==> src/rtl/full_adder.sv <==
// -----------------------------------------------------------------------------
// full_adder
//
// Registered WIDTH-bit full adder. It computes {Cout, Sum} = A + B + Cin
// through an explicit ripple-carry chain and registers the result, so the
// latency is exactly one clock. There is no combinational path from any input
// to any output. A valid qualifier travels alongside the data, so the cell can
// accept a new operand set on every clock.
//
// Parameters:
//   WIDTH      operand and sum width in bits (legal range 1..64, default 1)
//
// Ports:
//   clk        in   1      rising-edge clock
//   rst        in   1      synchronous active-high reset (wins over in_valid)
//   in_valid   in   1      qualifies A/B/Cin this cycle
//   A          in   WIDTH  unsigned operand A
//   B          in   WIDTH  unsigned operand B
//   Cin        in   1      carry-in
//   Sum        out  WIDTH  registered sum
//   Cout       out  1      registered carry-out
//   out_valid  out  1      Sum/Cout were produced from a valid input last cycle
//   ovf        out  1      registered two's-complement overflow flag
//                          (present only when FULL_ADDER_OVERFLOW_EN is defined)
//
// Optional feature macro: FULL_ADDER_OVERFLOW_EN
// -----------------------------------------------------------------------------
module full_adder #(
    parameter int WIDTH = 1
) (
    input  logic             clk,
    input  logic             rst,
    input  logic             in_valid,
    input  logic [WIDTH-1:0] A,
    input  logic [WIDTH-1:0] B,
    input  logic             Cin,
    output logic [WIDTH-1:0] Sum,
    output logic             Cout,
    output logic             out_valid
`ifdef FULL_ADDER_OVERFLOW_EN
    ,
    output logic             ovf
`endif
);

    // Carry chain: w_carry[0] is Cin and w_carry[WIDTH] is the carry-out.
    // Holding the whole chain in one vector keeps the carry into the MSB
    // (w_carry[WIDTH-1]) available, which the overflow flag needs.
    logic [WIDTH:0]   w_carry;
    logic [WIDTH-1:0] w_sum;
    logic [WIDTH-1:0] w_prop;

    assign w_carry[0] = Cin;

    genvar gi;
    generate
        for (gi = 0; gi < WIDTH; gi++) begin : g_bit
            assign w_prop[gi]      = A[gi] ^ B[gi];
            assign w_sum[gi]       = w_prop[gi] ^ w_carry[gi];
            assign w_carry[gi + 1] = (A[gi] & B[gi]) | (w_carry[gi] & w_prop[gi]);
        end
    endgenerate

    logic [WIDTH-1:0] r_sum;
    logic             r_cout;
    logic             r_valid;

    // Data registers load only on valid cycles, so whatever sits on A/B/Cin
    // while in_valid is low (including X/Z) never reaches the outputs.
    always_ff @(posedge clk) begin
        if (rst) begin
            r_sum   <= '0;
            r_cout  <= 1'b0;
            r_valid <= 1'b0;
        end else begin
            r_valid <= in_valid;
            if (in_valid) begin
                r_sum  <= w_sum;
                r_cout <= w_carry[WIDTH];
            end
        end
    end

    assign Sum       = r_sum;
    assign Cout      = r_cout;
    assign out_valid = r_valid;

`ifdef FULL_ADDER_OVERFLOW_EN
    // Signed overflow occurs when the carry into the MSB differs from the
    // carry out of it. For WIDTH=1 this reduces to Cout ^ Cin.
    logic w_ovf;
    logic r_ovf;

    assign w_ovf = w_carry[WIDTH] ^ w_carry[WIDTH-1];

    always_ff @(posedge clk) begin
        if (rst) begin
            r_ovf <= 1'b0;
        end else if (in_valid) begin
            r_ovf <= w_ovf;
        end
    end

    assign ovf = r_ovf;
`endif

endmodule

==> config.mk <==
export PLATFORM = sky130hd
export DESIGN_NAME = full_adder
export DESIGN_NICKNAME = d
export VERILOG_FILES = /design/src/rtl/full_adder.sv
export SDC_FILE = /design/constraint.sdc
export NUM_CORES = 1
export LEC_CHECK = 0
export ABC_CLOCK_PERIOD_IN_PS = 1140
export CORE_AREA = 2 2 39 41
export DETAILED_ROUTE_END_ITERATION = 8
export DIE_AREA = 0 0 41 43
export PLACE_DENSITY = 0.39
export SLEW_MARGIN = 15
export SYNTH_ARGS = -nofsm -noshare
export SYNTH_HDL_FRONTEND = slang
export SYNTH_SLANG_ARGS = --single-unit
==> constraint.sdc <==
create_clock -name clk -period 1.14 [get_ports clk]
set_input_delay 0.171 -clock clk [delete_from_list [all_inputs] [get_ports clk]]
set_output_delay 0.171 -clock clk [all_outputs]
set_load 0.02 [all_outputs]
Word level (Yosys, flattened, before mapping)
Index checks and enable logic that the tools add are counted.
{"block": "classes", "n_bitwise": 5}
{"op": "$and 1x1->1", "count": 2}
{"op": "$xor 1x1->1", "count": 2}
{"op": "$or 1x1->1", "count": 1}
{"block": "totals", "register_bits": 3, "input_bits": 6, "out_inout_bits": 3, "elab_cells": 8}

Logic depth before layout (Yosys ltp)
{"block": "depth", "word_depth": 3, "ltp_mapped": 3, "mapped_depth_nobuf": 3}

Least setup slack after synthesis
OpenSTA, ideal clock, no wires.
{"block": "synth_timing", "path_kind": "input to register", "start": "input port A", "end": "register r_sum, in the netlist Sum", "setup_ns": 0.114, "arrival_ns": 0.792, "t_required_ns": 1.026, "path_slack_ns": 0.234, "stages": 3, "path_buffers": 0, "cell_sequence": "fa_1 > mux2i_1 > nor2_1"}
{"block": "synth_via", "elab_chain_len": 2}
{"element": "start: declaration", "line": "34", "source": "input logic [WIDTH-1:0] A,"}
{"element": "$xor 1x1->1", "line": "58", "source": "assign w_prop[gi] = A[gi] ^ B[gi];"}
{"element": "$xor 1x1->1", "line": "59", "source": "assign w_sum[gi] = w_prop[gi] ^ w_carry[gi];"}
{"element": "end signal: assignment", "line": "78", "source": "r_sum <= w_sum;"}
{"element": "end: declaration", "line": "64", "source": "logic [WIDTH-1:0] r_sum;"}
Every way passes these cells.
A chain may end at the register's enable or synchronous reset.

Worst setup path in the final report
{"block": "layout_timing", "start": "register r_cout, in the netlist Cout", "end": "output port Cout"}
{"element": "start: declaration", "line": "65", "source": "logic r_cout;"}
{"element": "start signal: assignment", "line": "79", "source": "r_cout <= w_carry[WIDTH];"}
{"element": "end: declaration", "line": "38", "source": "output logic Cout,"}
No word-level cell between the ends.

==> reports/results.txt <==
ANT nets after route -> 0
Reg clk slew, reported paths -> 0.04 ns
Initial Util -> 8.23%
Crit Path Class -> reg2out
grt met1 use -> 5.16%
slowest cell delay on critical path -> 0.35 ns
Boundary Pins -> 9
Tcrit/Tclk final -> 94.8%
Initial DRC Count -> 3
Tot GR Track Use -> 4.92%
post-route cell area -> 244 um2
worst hold path class -> in2reg
M3 GR Usage -> 6.28%
routed vias -> 109
n_diodes -> 0
pin count of the biggest net entering global routing -> 4
total clock buffers created by CTS -> 3
Setup Viol. Count Final -> 0
CTS root buf -> clkbuf_4
final worst slack -> 0.0595 ns
CP endpoint kind -> output pin
Die Ht -> 43 um
number of port buffers -> 8
status -> finished clean
Buf+Inv Stages, Crit Path -> 1
TritonCTS clock tree -> done
worst-path cell chain -> dlygate4sd2_1
Avg WL per Cell -> 8.11 um
Peak Freq -> 926 MHz
Place WS -> -0.243 ns
Max VDD drop -> 409 uV
GRT busiest layer -> met3
Mapped Area -> 114 um2
post-CTS setup buffers -> 0
grt ovf -> 0
area of the die -> 0.00176 mm2
GPL Wtd Cong -> 0.596
# rows -> 14
CTS sink count -> 3
leakage power -> 0.133 nW
Slew Viols, Final -> 0
Total Wirelength -> 300 um
vias in the first global route -> 113
Mapped Cells -> 9
synthesis-stage register bit count -> 3
Placed Area -> 214 um2
fin nets -> 29
crit path DAT -> 0.91 ns
Crit-path slowest cell -> dlygate4sd2_1
RSZ-0062 raised after global routing -> false
Clock Path Buffers -> 2
DRC -> 0
Netlist cell types -> 5
Final Hold Fails -> 0
crit start category -> flop
Crit path required time -> 0.97 ns
MaxCap Viol Count -> 0
antenna violations before repair -> 0
P&R area growth vs syn -> 114%
Mean Syn Cell Area -> 12.7 um2
pwr/cell area -> 1480 mW/mm2
htree depth -> 1
Setup TNS -> 0 ns
die width -> 41 um
layout cell share with drive strength beyond 1 -> 14.3%
global-route wire length before repair -> 462 um
CP top delay family -> buffers and inverters
worst slew pin tran -> 0.233 ns
Core Region -> 0.00138 mm2
drt first pass iters -> 4
Worst Skew -> 0 ns
Post-DP HPWL -> 219 um
Clk Latency, worst-skew pair -> 0.23 ns
syn_nets -> 16
met2 GRT Util -> 3.75%
synth warn -> 0
Vias/cell -> 2.95
critical path fanouts, max -> 2
Rel. slew slack -> 84.5%
register area share after synthesis -> 52.7%
Tmin final -> 1.08 ns
## worst paths after layout
check | from | slack, ns | end | depth (start not counted)
min reg2reg | Cout | 0.51 | Cout | 2
min | A | 0.39 | Cout | 4
max | Cout | 0.06 | Cout | 1
max reg2reg | Sum | 0.53 | Sum | 2
## stage by stage
| stage | std cells | hold slack, ns | utilization (%) | total power, W |
|---|---|---|---|---|
| finish | 37 | 0.395 | 17.6 | 0.000361 |
| global route | 37 | 0.449 | 17.6 | 0.000383 |
| CTS | 37 | 0.510 | 17.1 | 0.000375 |
| detailed placement | 33 | 0.502 | 15.5 | 0.000180 |
| global placement | 33 | 0.481 | 15.5 | 0.000177 |
| floorplan | 9 | 0.243 | - | 0.000140 |
## area by class of cell
| cell class | instances | area (um2) |
|---|---|---|
| well taps | 16 | 20.0 |
| flip-flops and latches | 3 | 60.1 |
| fillers | 147 | 1140 |
| repair buffers | 8 | 83.8 |
| multi-input cells | 6 | 53.8 |
| clock buffers | 4 | 26.3 |
## state kept, by name (all words and copies together) (netlist names)
signal / cells
Cout: 1
out_valid: 1
Sum: 1
## kinds of logic after synthesis
kind of cell | synth area share, %
adders and majority gates | 17.6
muxes | 17.6
and+or+nand+nor | 12.1
DFF | 52.7
## worst reg2reg max path, cell delays in order, from the launching register on
cell     delay (ns)
dfxtp_1        0.31
mux2i_1        0.13
nor2_1         0.06
## synth_stat cells
| cell | n | share of area (%) |
|---|---|---|
| mux2i_1 | 2 | 18 |
| fa_1 | 1 | 18 |
| dfxtp_1 | 3 | 53 |
| nor2b_1 | 1 | 5.5 |
| nor2_1 | 2 | 6.6 |
## power breakdown
group	leakage, nW	switching [W]	total (W)	internal [W]
Clock	0.0150	0.0000589	0.000190	0.000131
Sequential	0.0249	0.00000329	0.000116	0.000113
Combinational	0.0929	0.0000246	0.0000539	0.0000293
## what timing repair did
item	in CTS	in global routing
pin swaps	0	2
endpoints found under the setup margin	3	2
endpoints found under the hold margin	0	0
hold buffers	0	0
resized for setup	3	3
## layer usage
| layer | vias to the layer above | wire, um |
|---|---|---|
| met5 | - | 0 |
| met4 | 0 | 0 |
| met3 | 0 | 45 |
| met2 | 9 | 101 |
| met1 | 48 | 152 |
| li1 | 52 | - |
## placed cells by master, fill, tap and decap left out, drive strengths merged
cell type / count
clkbuf: 4
dfxtp: 3
dlymetal6s2s: 3
dlygate4sd2: 3
mux2i: 2
nor2: 2
clkdlybuf4s50: 2
nor2b: 1
fa: 1
(Power assumes the default switching activity.)
